<file path="src/rtl/mux_sel_pkg.sv">
// Shared types and the word-select helper for the mux_sel_pipe block.
// The helper works on maximum-size buses so every parametrisation can reuse it.
package mux_sel_pkg;

    typedef enum logic [1:0] {
        EMPTY = 2'd0,
        ONE   = 2'd1,
        FULL  = 2'd2
    } state_t;

    localparam int MAX_W = 32;
    localparam int MAX_N = 32;

    typedef logic [MAX_N*MAX_W-1:0] bus_t;
    typedef logic [4:0]             sel_t;
    typedef logic [MAX_W-1:0]       word_t;

    // Returns {err, word}; word bits above 'width' are zero.
    function automatic logic [MAX_W:0] sel_word(input bus_t  data,
                                                input sel_t  sel,
                                                input int    width,
                                                input int    num_in,
                                                input word_t dflt);
        logic [MAX_W:0] res;
        logic [9:0]     idx;
        res = '0;
        if (int'(sel) < num_in) begin
            for (int b = 0; b < MAX_W; b++) begin
                idx = 10'(int'(sel) * width + b);
                if (b < width) res[b] = data[idx];
            end
        end else begin
            res = {1'b1, dflt};
        end
        return res;
    endfunction

endpackage

</file>
<file path="src/rtl/mux_sel_comb.sv">
// Pure N:1 word select with out-of-range detection; no state.
module mux_sel_comb
    import mux_sel_pkg::*;
#(
    parameter int              WIDTH       = 5,
    parameter int              NUM_IN      = 4,
    localparam int             SEL_W       = $clog2(NUM_IN),
    parameter logic [WIDTH-1:0] DEFAULT_VAL = '0
) (
    input  logic [NUM_IN*WIDTH-1:0] data_i,
    input  logic [SEL_W-1:0]        sel_i,
    output logic [WIDTH-1:0]        word_o,
    output logic                    err_o
);

    logic [MAX_W:0] sel_res;
    logic           unused_sel_res;

    assign sel_res        = sel_word(bus_t'(data_i), sel_t'(sel_i), WIDTH, NUM_IN,
                                     word_t'(DEFAULT_VAL));
    assign word_o         = sel_res[WIDTH-1:0];
    assign err_o          = sel_res[MAX_W];
    assign unused_sel_res = ^sel_res;

endmodule

</file>
<file path="src/rtl/mux_sel_pipe.sv">
// N-way word selector with valid/ready handshake and a main+skid buffer.
// Optional MUX_SEL_BYPASS_EN: zero-latency pass-through while the buffer is empty.
module mux_sel_pipe
    import mux_sel_pkg::*;
#(
    parameter int               WIDTH       = 5,
    parameter int               NUM_IN      = 4,
    localparam int              SEL_W       = $clog2(NUM_IN),
    parameter logic [WIDTH-1:0] DEFAULT_VAL = '0
) (
    input  logic                    clk,
    input  logic                    rst_n,
    input  logic [NUM_IN*WIDTH-1:0] in_data,
    input  logic [SEL_W-1:0]        in_sel,
    input  logic                    in_valid,
    output logic                    in_ready,
    output logic [WIDTH-1:0]        out_data,
    output logic                    out_err,
    output logic                    out_valid,
    input  logic                    out_ready,
    output logic [1:0]              dbg_state_o
);

    logic [WIDTH-1:0] sel_data;
    logic             sel_err;
    state_t           state_q;
    logic [WIDTH-1:0] main_data_q, skid_data_q;
    logic             main_err_q, skid_err_q;
    logic             in_ready_q, out_valid_q;
    logic             accept, bypass;

    mux_sel_comb #(
        .WIDTH      (WIDTH),
        .NUM_IN     (NUM_IN),
        .DEFAULT_VAL(DEFAULT_VAL)
    ) u_comb (
        .data_i(in_data),
        .sel_i (in_sel),
        .word_o(sel_data),
        .err_o (sel_err)
    );

`ifdef MUX_SEL_BYPASS_EN
    assign bypass = (state_q == EMPTY) && in_valid && out_ready;
`else
    assign bypass = 1'b0;
`endif

    // Handshake: a beat moves on a side when its valid and ready are both high
    // at the rising edge; in_ready never depends on out_ready in the same cycle.
    assign accept = in_valid && in_ready_q;

    always_ff @(posedge clk) begin
        if (!rst_n) begin
            state_q     <= EMPTY;
            main_data_q <= '0;
            main_err_q  <= 1'b0;
            skid_data_q <= '0;
            skid_err_q  <= 1'b0;
            in_ready_q  <= 1'b1;
            out_valid_q <= 1'b0;
        end else begin
            case (state_q)
                EMPTY: begin
                    if (accept && !bypass) begin
                        main_data_q <= sel_data;
                        main_err_q  <= sel_err;
                        out_valid_q <= 1'b1;
                        state_q     <= ONE;
                    end
                end
                ONE: begin
                    if (accept && !out_ready) begin
                        skid_data_q <= sel_data;
                        skid_err_q  <= sel_err;
                        in_ready_q  <= 1'b0;
                        state_q     <= FULL;
                    end else if (accept) begin
                        main_data_q <= sel_data;
                        main_err_q  <= sel_err;
                    end else if (out_ready) begin
                        out_valid_q <= 1'b0;
                        state_q     <= EMPTY;
                    end
                end
                FULL: begin
                    if (out_ready) begin
                        main_data_q <= skid_data_q;
                        main_err_q  <= skid_err_q;
                        in_ready_q  <= 1'b1;
                        state_q     <= ONE;
                    end
                end
                default: begin
                    in_ready_q  <= 1'b1;
                    out_valid_q <= 1'b0;
                    state_q     <= EMPTY;
                end
            endcase
        end
    end

    assign in_ready    = in_ready_q;
    assign out_valid   = out_valid_q | bypass;
    assign out_data    = bypass ? sel_data : main_data_q;
    assign out_err     = bypass ? sel_err  : main_err_q;
    assign dbg_state_o = state_q;

endmodule

</file>
<file path="config.mk">
export PLATFORM = sky130hd
export DESIGN_NAME = mux_sel_pipe
export DESIGN_NICKNAME = d
export VERILOG_FILES = /design/src/rtl/mux_sel_pkg.sv /design/src/rtl/mux_sel_comb.sv /design/src/rtl/mux_sel_pipe.sv
export SDC_FILE = /design/constraint.sdc
export NUM_CORES = 1
export LEC_CHECK = 0
export BUFFER_PORTS_ARGS = -buffer_cell sky130_fd_sc_hd__buf_2
export CORE_MARGIN = 2
export CORE_UTILIZATION = 55
export CTS_BUF_LIST = sky130_fd_sc_hd__clkbuf_4
export CTS_CLUSTER_SIZE = 8
export DETAILED_ROUTE_END_ITERATION = 10
export GPL_TIMING_DRIVEN = 0
export PLACE_DENSITY = 0.85
export REMOVE_ABC_BUFFERS = 1
export SETUP_SLACK_MARGIN = 0.05
export SYNTH_ARGS = -nofsm -noshare
export SYNTH_HDL_FRONTEND = slang
export SYNTH_SLANG_ARGS = --single-unit
</file>
<file path="constraint.sdc">
create_clock -name clk -period 5.4 [get_ports clk]
set_input_delay 1.08 -clock clk [delete_from_list [all_inputs] [get_ports clk]]
set_output_delay 1.08 -clock clk [all_outputs]
set_load 0.02 [all_outputs]
</file>
==> results of run 1 <==
==> per-layer routing <==
metal,vias up,GRT usage
met4,0,0.111
met1,628,0.285
li1,610,-
met3,8,0.0395
met2,61,0.483
met5,-,0
==> worst max path at each step <==
stage / end / start / cells after the start
6_report: out_data[2] / in_sel[0] / 7
5_1_grt: out_data[2] / in_sel[0] / 7
4_1_cts: out_data[2] / in_sel[0] / 7
3_5_place_dp: out_data[2] / in_sel[0] / 7
3_3_place_gp: out_data[2] / in_sel[0] / 7
2_1_floorplan: out_data[2] / in_sel[0] / 6
==> flip-flops by register name, summed over array words and instances, names as in the netlist <==
register	count
out_data	5
in_ready	1
out_valid	1
skid_data_q	5
dbg_state_o	2
==> synthesized netlist by cell type, drive strengths merged, types with 4 or more instances <==
cell type / instances
dfxtp: 14
mux4: 11
nor2: 11
mux2i: 10
nand2: 10
buf: 9
a21oi: 8
o21ai: 8
inv: 5
a211oi: 4
clkbuf: 4
nand2b: 4
nor2b: 4
==> cell usage in the layout (no fill, tap or decap), types with 4 or more instances in the layout <==
cell type | netlist | layout
nor2_1 | 11 | 11
buf_2 | 3 | 34
mux2i_1 | 10 | 10
a21oi_1 | 7 | 7
dfxtp_1 | 14 | 14
nand2_1 | 10 | 10
mux4_2 | 9 | 9
a211oi_1 | 4 | 4
nand2b_1 | 4 | 4
nor2b_1 | 4 | 4
inv_1 | 5 | 5
o21ai_0 | 8 | 8
==> critical path: cells and delay by family <==
kind | cells | cell delay, ns
and+or+nand+nor | 1 | 0.15
AOI/OAI and AO/OA | 2 | 0.35
adders and majority gates | 1 | 0.73
muxes | 1 | 0.57
buffers and inverters | 2 | 0.51
==> metrics by stage <==
stage / util / setup slack, ns / cells / area [µm²]
2_1_floorplan: - / 2.61 / 131 / 1250
6_report: 0.658 / 2.18 / 197 / 1480
3_3_place_gp: 0.647 / 1.94 / 193 / 1460
3_5_place_dp: 0.647 / 1.86 / 193 / 1460
5_1_grt: 0.658 / 2.04 / 197 / 1480
4_1_cts: 0.658 / 2.17 / 197 / 1480
==> kinds of logic after synthesis <==
| logic type | after synthesis |
|---|---|
| buffers and inverters | 18 |
| AOI/OAI and AO/OA | 40 |
| other | 1 |
| adders and majority gates | 3 |
| muxes | 22 |
| DFF | 14 |
| and+or+nand+nor | 46 |
==> where the power goes <==
part | internal (µW) | total (µW) | leakage, µW | switching (µW)
logic | 53.3 | 116 | 0.000508 | 62.5
clock network | 27.0 | 64.1 | 0.0000154 | 37.1
registers | 111 | 119 | 0.000115 | 7.29
==> final cells by class <==
cell class                      instances  area share
Multi-Input combinational cell        112       0.642
Timing Repair Buffer                   34       0.115
Tap cell                               28      0.0236
Clock inverter                          1     0.00253
Inverter                                5      0.0126
Sequential cell                        14       0.189
Clock buffer                            3      0.0152
==> flow_summary.ini, run 1 <==
[pwr]
leakagePower_uw = 0.000638
p_per_area_mw_per_mm2 = 201
ir_drop_mv = 0.122
total_power_uw = 299

[yosys]
synth_top_family_by_area = multiplexers
synth_top_cell_by_area = dfxtp_1
ys.flop_type = dfxtp_1
synth_async_sr_flop_share = 0
syn_inst = 144
synth_edf_count = 0
synthDominantCellAreaShare = 0.211
syn_area_per_cell_um2 = 9.23
synth-simple-area-share = 0.192
synth_area_mm2 = 0.00133
synth_compound_area_frac = 0.218
ys_warn_count = 0
synthTopCellsByArea = dfxtp_1 (21%), mux4_2 (15%), mux2i_1 (7.5%)
synthMuxAreaShare = 0.276
yosysSeqAreaShare = 0.211
synth_xor_area_frac = 0
synth.distinct_cells = 43
synth_seq_cells = 14
synth-adder-area-share = 0.0282

[critical_path]
rr_worst_depth = 4
path_max_fanout = 20
cp_slowest_cell = ha_1
end_kind = flop
cp.required_ns = 5.57
rrSetupSlack_ns = 3.66
path_cells = buf_2, inv_1, ha_1, mux4_2, nand2b_1, a31oi_1, a311oi_1
criticalPathCategory = input pin to flop
startpoint_type = input pin
crit_arrival_ns = 3.39
reg2reg_from = dbg_state_o[0]
critPathMaxStageDelay_ns = 0.73
timing.rr.end = out_data[3]

[timing]
hold_viol_final = 0
finClkSkew_ns = 0.00399
tightest_slew_ns = 0.636
slew_violations = 0
setup_viol = 0
tns_ns = 0
max_freq_mhz = 311
worst_slew_margin_rel = 0.576
hold_ws_ns = 0.487
rsz0062_at_grt = no
timing.final.crit_period_ns = 3.22
fin_crit_sh = 0.596

[grt]
grt_antenna_before_repair = 0
grt_pass1_wl_um = 5300
grt_pass1_vias = 1257
track_usage = 0.259
grt_max_degree = 21
grt.overflow.total = 0

[route]
top_layer_used = met4
wl_per_cell_um = 16.3
drtIter0Drc = 34
postRouteAntennaNets = 0
wl_met1_um = 1270
vias_per_cell = 6.63
drt_first_pass_iters = 4
num_vias = 1307
wl_met2_um = 1650
wl_um = 3220
wl_met3_um = 239
drc = 0

[floorplan]
ioPinCount = 36
initial_core_util = 0.589
die_h_um = 53.2
core_mm2 = 0.00225
die_area_mm2 = 0.00282
rows = 17
die_w_um = 53.2

[run]
max_cap_viol_count = 0

[final_layout]
num_antenna_cells = 0
seqCellArea_um2 = 280
drive_gt1_frac = 0.296
nFillCells = 205
multi_input_area_um2 = 953
syn_to_final_growth_pct = 11.7
fin_nets = 199

[hold_path]
whs_endpoint = out_data[0]
hold_start = skid_data_q[0]
hold_path_class = flop to flop
hold_depth = 2

[clock_network]
clk_pin_slew_ns = 0.09
cts_resized = 0
root_buffer = clkbuf_4
post-cts-setup-buffers = 0
cts_buffers = 3
cts_hold_buf = 0
cts_tree = done
h-tree-depth = 1
clock_path_buffers = 2
cts_sinks = 14
clkLatencyLatePin_ns = 0.30

[place]
io_buffers = 34
gp_congestion = 0.870
dp_hpwl_um = 2490

[status]
status = completed
Power figures use the tool's default switching activity.
==> run 2: changes to the inputs <==
--- a/config.mk
+++ b/config.mk
@@ -5,14 +5,15 @@
 export SDC_FILE = /design/constraint.sdc
 export NUM_CORES = 1
 export LEC_CHECK = 0
+export ABC_AREA = 1
 export BUFFER_PORTS_ARGS = -buffer_cell sky130_fd_sc_hd__buf_2
 export CORE_MARGIN = 2
-export CORE_UTILIZATION = 55
+export CORE_UTILIZATION = 54
 export CTS_BUF_LIST = sky130_fd_sc_hd__clkbuf_4
 export CTS_CLUSTER_SIZE = 8
 export DETAILED_ROUTE_END_ITERATION = 10
 export GPL_TIMING_DRIVEN = 0
-export PLACE_DENSITY = 0.85
+export PLACE_DENSITY = 0.84
 export REMOVE_ABC_BUFFERS = 1
 export SETUP_SLACK_MARGIN = 0.05
 export SYNTH_ARGS = -nofsm -noshare
==> constraint.sdc (replaced) <==
create_clock -name clk -period 3.21 [get_ports clk]
set_input_delay 0.642 -clock clk [delete_from_list [all_inputs] [get_ports clk]]
set_output_delay 0.642 -clock clk [all_outputs]
set_load 0.02 [all_outputs]
==> flow_summary.ini, run 2 <==
[grt]
grt.overflow.total = 0
grt_pass1_vias = 1301
grt_max_degree = 30
track_usage = 0.252
grt_antenna_before_repair = 0
grt_pass1_wl_um = 5350

[place]
gp_congestion = 0.858
dp_slack_ns = 0.546
io_buffers = 34
dp_hpwl_um = 2370

[timing]
finClkSkew_ns = 0.00634
slew_violations = 0
rsz0062_at_grt = no
worst_slew_margin_rel = 0.666
setup_viol = 0
tns_ns = 0
tightest_slew_ns = 0.501
fin_crit_sh = 0.743
max_freq_mhz = 419
timing.final.crit_period_ns = 2.39
hold_viol_final = 0
fin_ws_ns = 0.825

[clock_network]
cts_tree = done
post-cts-setup-buffers = 0
clk_pin_slew_ns = 0.09
cts_buffers = 3
cts_resized = 0
cts_sinks = 14
cts_hold_buf = 0
h-tree-depth = 1
clock_path_buffers = 2
clkLatencyLatePin_ns = 0.29
root_buffer = clkbuf_4

[route]
vias_per_cell = 5.38
drt_first_pass_iters = 4
postRouteAntennaNets = 0
wl_per_cell_um = 11.4
num_vias = 1513
drtIter0Drc = 63
wl_um = 3200
drc = 0

[yosys]
synth_edf_count = 0
synth_top_cell_by_area = dfxtp_1
synth_async_sr_flop_share = 0
yosysMostFrequentCell = nand2_1
ys_warn_count = 0
synthTopCellsByArea = dfxtp_1 (21%), nand2_1 (19%), nand3_1 (17%)
synthDominantCellAreaShare = 0.212
ys.flop_type = dfxtp_1
yosysSeqAreaShare = 0.212
synth_commonest_cells = nand2_1 (67), nand3_1 (44), inv_1 (16)
syn_area_per_cell_um2 = 5.92
synth_seq_cells = 14
synth_area_mm2 = 0.00132
synth.distinct_cells = 28
syn_inst = 223

[critical_path]
end_kind = flop
path_max_fanout = 29
rrSetupSlack_ns = 1.73
crit_arrival_ns = 2.58
criticalPathCategory = input pin to flop
cp.required_ns = 3.40
startpoint_type = input pin
rr_worst_depth = 7
reg2reg_from = dbg_state_o[0]
timing.rr.end = out_data[4]

[final_layout]
drive_gt1_frac = 0.213
multi_input_area_um2 = 866
layout_commonest_cell = nand2_1
num_antenna_cells = 0
seqCellArea_um2 = 280
syn_to_final_growth_pct = 11.7
nFillCells = 231
fin_nets = 283
final_cell_mix = nand2_1 (67), nand3_1 (44), buf_2 (34)

[floorplan]
initial_core_util = 0.586
die_w_um = 53.5
die_h_um = 53.5
die_area_mm2 = 0.00286
core_mm2 = 0.00225
ioPinCount = 36
rows = 17

[hold_path]
hold_path_class = flop to flop
hold_depth = 2
hold_start = out_valid
whs_endpoint = out_valid

[run]
max_cap_viol_count = 0

[pwr]
p_per_area_mw_per_mm2 = 347
ir_drop_mv = 0.251
leakagePower_uw = 0.000799

[status]
status = completed
## run 2: worst max path at each step
stage               slack [ns]       from        endpoint
finish                    0.82  in_sel[0]  skid_data_q[1]
global placement          0.54  in_sel[0]     out_data[2]
detailed placement        0.55  in_sel[0]  skid_data_q[1]
floorplan                 1.32  in_sel[0]  skid_data_q[1]
CTS                       0.85  in_sel[0]  skid_data_q[1]
global route              0.60  in_sel[0]  skid_data_q[1]
## run 2: through the flow
stage / hold slack [ns] / total power (µW) / util / instances / instance area, µm²
3_3_place_gp: 0.462 / 405 / 0.643 / 277 / 1450
4_1_cts: 0.484 / 513 / 0.655 / 281 / 1480
6_report: 0.485 / 513 / 0.655 / 281 / 1480
5_1_grt: 0.511 / 550 / 0.655 / 281 / 1480
3_5_place_dp: 0.473 / 407 / 0.643 / 277 / 1450
2_1_floorplan: 0.502 / 342 / - / 215 / 1240
## run 2: logic make-up (layout without fill, tap and decap cells)
| logic type | count (synthesis) | in the layout | synth area share |
|---|---|---|---|
| compound gates | 38 | 38 | 0.161 |
| other cells | 1 | 1 | 0.00284 |
| simple gates | 134 | 134 | 0.463 |
| fa+ha+maj | 3 | 3 | 0.0284 |
| flops | 14 | 14 | 0.212 |
| buf+inv | 33 | 63 | 0.133 |
## run 2: per-layer routing
| metal | share of wire | vias up | wire length [µm] | GRT usage |
|---|---|---|---|---|
| met4 | 0.0031 | 0 | 10 | 0.0556 |
| li1 | - | 800 | - | - |
| met5 | 0 | - | 0 | 0 |
| met1 | 0.49 | 666 | 1550 | 0.324 |
| met3 | 0.063 | 2 | 201 | 0.0508 |
| met2 | 0.45 | 45 | 1440 | 0.428 |
## run 2: worst max-delay path, stage by stage
cell     delay, ns
buf_2         0.41
inv_6         0.15
ha_1          0.48
inv_2         0.23
nand3_1       0.11
nand3_1       0.10
nand2_1       0.06
nand2_1       0.05
nand2_1       0.05
nand2_1       0.07
nand2_2       0.06
o21ai_1       0.12
inv_1         0.04
## run 2: final cells by class
type / instances / area share
Sequential cell: 14 / 0.190
Clock inverter: 1 / 0.00254
Tap cell: 28 / 0.0237
Inverter: 25 / 0.0669
Clock buffer: 3 / 0.0153
Multi-Input combinational cell: 176 / 0.586
Timing Repair Buffer: 34 / 0.115
## run 2: where the power goes
part	switching (µW)	leakage (µW)	internal [µW]
registers	9.25	0.000115	190
clock network	60.9	0.0000154	45.3
logic	135	0.000669	73.1
total	205	0.000799	308
==> run 3: changes to the inputs <==
--- a/config.mk
+++ b/config.mk
@@ -7,13 +7,14 @@
 export LEC_CHECK = 0
 export ABC_AREA = 1
 export BUFFER_PORTS_ARGS = -buffer_cell sky130_fd_sc_hd__buf_2
+export CORE_ASPECT_RATIO = 2
 export CORE_MARGIN = 2
-export CORE_UTILIZATION = 54
+export CORE_UTILIZATION = 49
 export CTS_BUF_LIST = sky130_fd_sc_hd__clkbuf_4
 export CTS_CLUSTER_SIZE = 8
 export DETAILED_ROUTE_END_ITERATION = 10
 export GPL_TIMING_DRIVEN = 0
-export PLACE_DENSITY = 0.84
+export PLACE_DENSITY = 0.8
 export REMOVE_ABC_BUFFERS = 1
 export SETUP_SLACK_MARGIN = 0.05
 export SYNTH_ARGS = -nofsm -noshare
==> constraint.sdc (replaced) <==
create_clock -name clk -period 2.1 [get_ports clk]
set_input_delay 0.42 -clock clk [delete_from_list [all_inputs] [get_ports clk]]
set_output_delay 0.42 -clock clk [all_outputs]
set_load 0.02 [all_outputs]
==> flow_summary.ini, run 3 (synthesis gave the netlist of run 2 again) <==
[critical_path]
crit_top_cell = nand2_1
rr_worst_depth = 7
crit_end = skid_data_q[1]
rrSetupSlack_ns = 0.60
path_max_fanout = 29
startpoint_type = input pin
critPathMaxStageDelay_ns = 0.39
cp.required_ns = 2.29
end_kind = flop
crit_family = buffers and inverters
criticalPathCategory = input pin to flop
crit_buf_inv = 4
path_cells = buf_4, inv_6, ha_2, inv_2, nand3_1, nand3_1, nand2_1, nand2_1, nand2_1, nand2_1, nand2_2, o21ai_1, inv_1
cp_slowest_cell = ha_2
path_depth = 13
reg2reg_from = dbg_state_o[0]
crit_arrival_ns = 2.07
timing.rr.end = out_data[1]
cp-startpoint = in_sel[0]

[final_layout]
drive_gt1_frac = 0.217
layout_commonest_cell = nand2_1
syn_to_final_growth_pct = 12.1
num_antenna_cells = 0
fin_util = 0.576
layout.cells.non_filler = 281
fin_nets = 283
final_cell_mix = nand2_1 (67), nand3_1 (44), buf_2 (33)

[route]
wl_met2_um = 1950
drc = 0
drtIter0Drc = 42
top_layer_used = met4
wl_um = 3290
postRouteAntennaNets = 0
num_vias = 1544
drt_first_pass_iters = 4
wl_per_cell_um = 11.7
wl_met1_um = 1150
vias_per_cell = 5.49
wl_met3_um = 103

[timing]
hold_viol_final = 0
hold_ws_ns = 0.407
max_freq_mhz = 531
timing.final.crit_period_ns = 1.88
setup_viol = 0
finClkSkew_ns = 0.00413
rsz0062_at_grt = no
fin_crit_sh = 0.897
slew_violations = 0

[grt]
grt_max_degree = 30
grt_antenna_before_repair = 0
grt_pass1_vias = 1392
grt_pass1_wl_um = 5200
track_usage = 0.222
grt.overflow.total = 0

[clock_network]
clock_path_buffers = 2
cts_buffers = 3
post-cts-setup-buffers = 0
clkLatencyLatePin_ns = 0.29
clk_pin_slew_ns = 0.08
cts_sinks = 14
cts_hold_buf = 0
cts_tree = done
h-tree-depth = 1
root_buffer = clkbuf_4

[pwr]
p_per_area_mw_per_mm2 = 526
leakagePower_uw = 0.000799
total_power_uw = 779
ir_drop_mv = 0.205

[floorplan]
initial_core_util = 0.514
die_area_mm2 = 0.00315
ioPinCount = 36
die_w_um = 40.7
rows = 26
die_h_um = 77.4
core_mm2 = 0.00257

[place]
gp_congestion = 0.827
io_buffers = 34
dp_hpwl_um = 2660
dp.cells = 277

[status]
status = completed

[hold_path]
hold_path_class = input pin to flop

[run]
max_cap_viol_count = 0
## run 3: worst min-delay path by stage
stage / from / to / cells past startpoint / slack [ns]
final: rst_n / in_ready / 2 / 0.41
after global routing: rst_n / in_ready / 2 / 0.42
after CTS: rst_n / in_ready / 2 / 0.41
after detailed placement: out_valid / out_valid / 2 / 0.48
after global placement: out_valid / out_valid / 2 / 0.48
after floorplan: skid_data_q[0] / out_data[0] / 2 / 0.50
## run 3: power by group
part	total (µW)	switching, µW	internal, µW
combinational	318	205	113
clock	157	88.2	69.1
sequential	303	13.7	290
total	779	307	472
## run 3: timing repair
action	in CTS	in global routing
pin swaps	0	0
endpoints found under the hold margin	0	0
endpoints found under the setup margin	7	5
gates resized for setup	1	1
## run 3: final cells by class
type                    count  area (µm²)
clock buffers               3        22.5
clock inverters             1        3.75
fillers                   285        1090
inverters                  25        98.8
multi-input cells         176         868
flip-flops and latches     14         280
well taps                  28        35.0
repair buffers             34         173
## run 3: metrics by stage
step	setup TNS, ns	worst slack [ns]	cell area [µm²]
2_1_floorplan	0	0.436	1240
3_3_place_gp	-2.29	-0.360	1450
3_5_place_dp	-2.37	-0.360	1450
4_1_cts	0	0.126	1480
5_1_grt	0	0.101	1480
6_report	0	0.216	1480
## run 3: worst reg2reg max path: cells and delay by family, from the launching register on
kind | cells | cell delay [ns]
buffers and inverters | 2 | 0.21
AOI/OAI and AO/OA | 2 | 0.19
DFF | 1 | 0.43
and+or+nand+nor | 3 | 0.57
## run 3: per-layer routing
metal	global-route usage	up-vias
li1	-	799
met1	0.190	689
met2	0.440	45
met3	0.00857	11
met4	0.107	0
met5	0	-
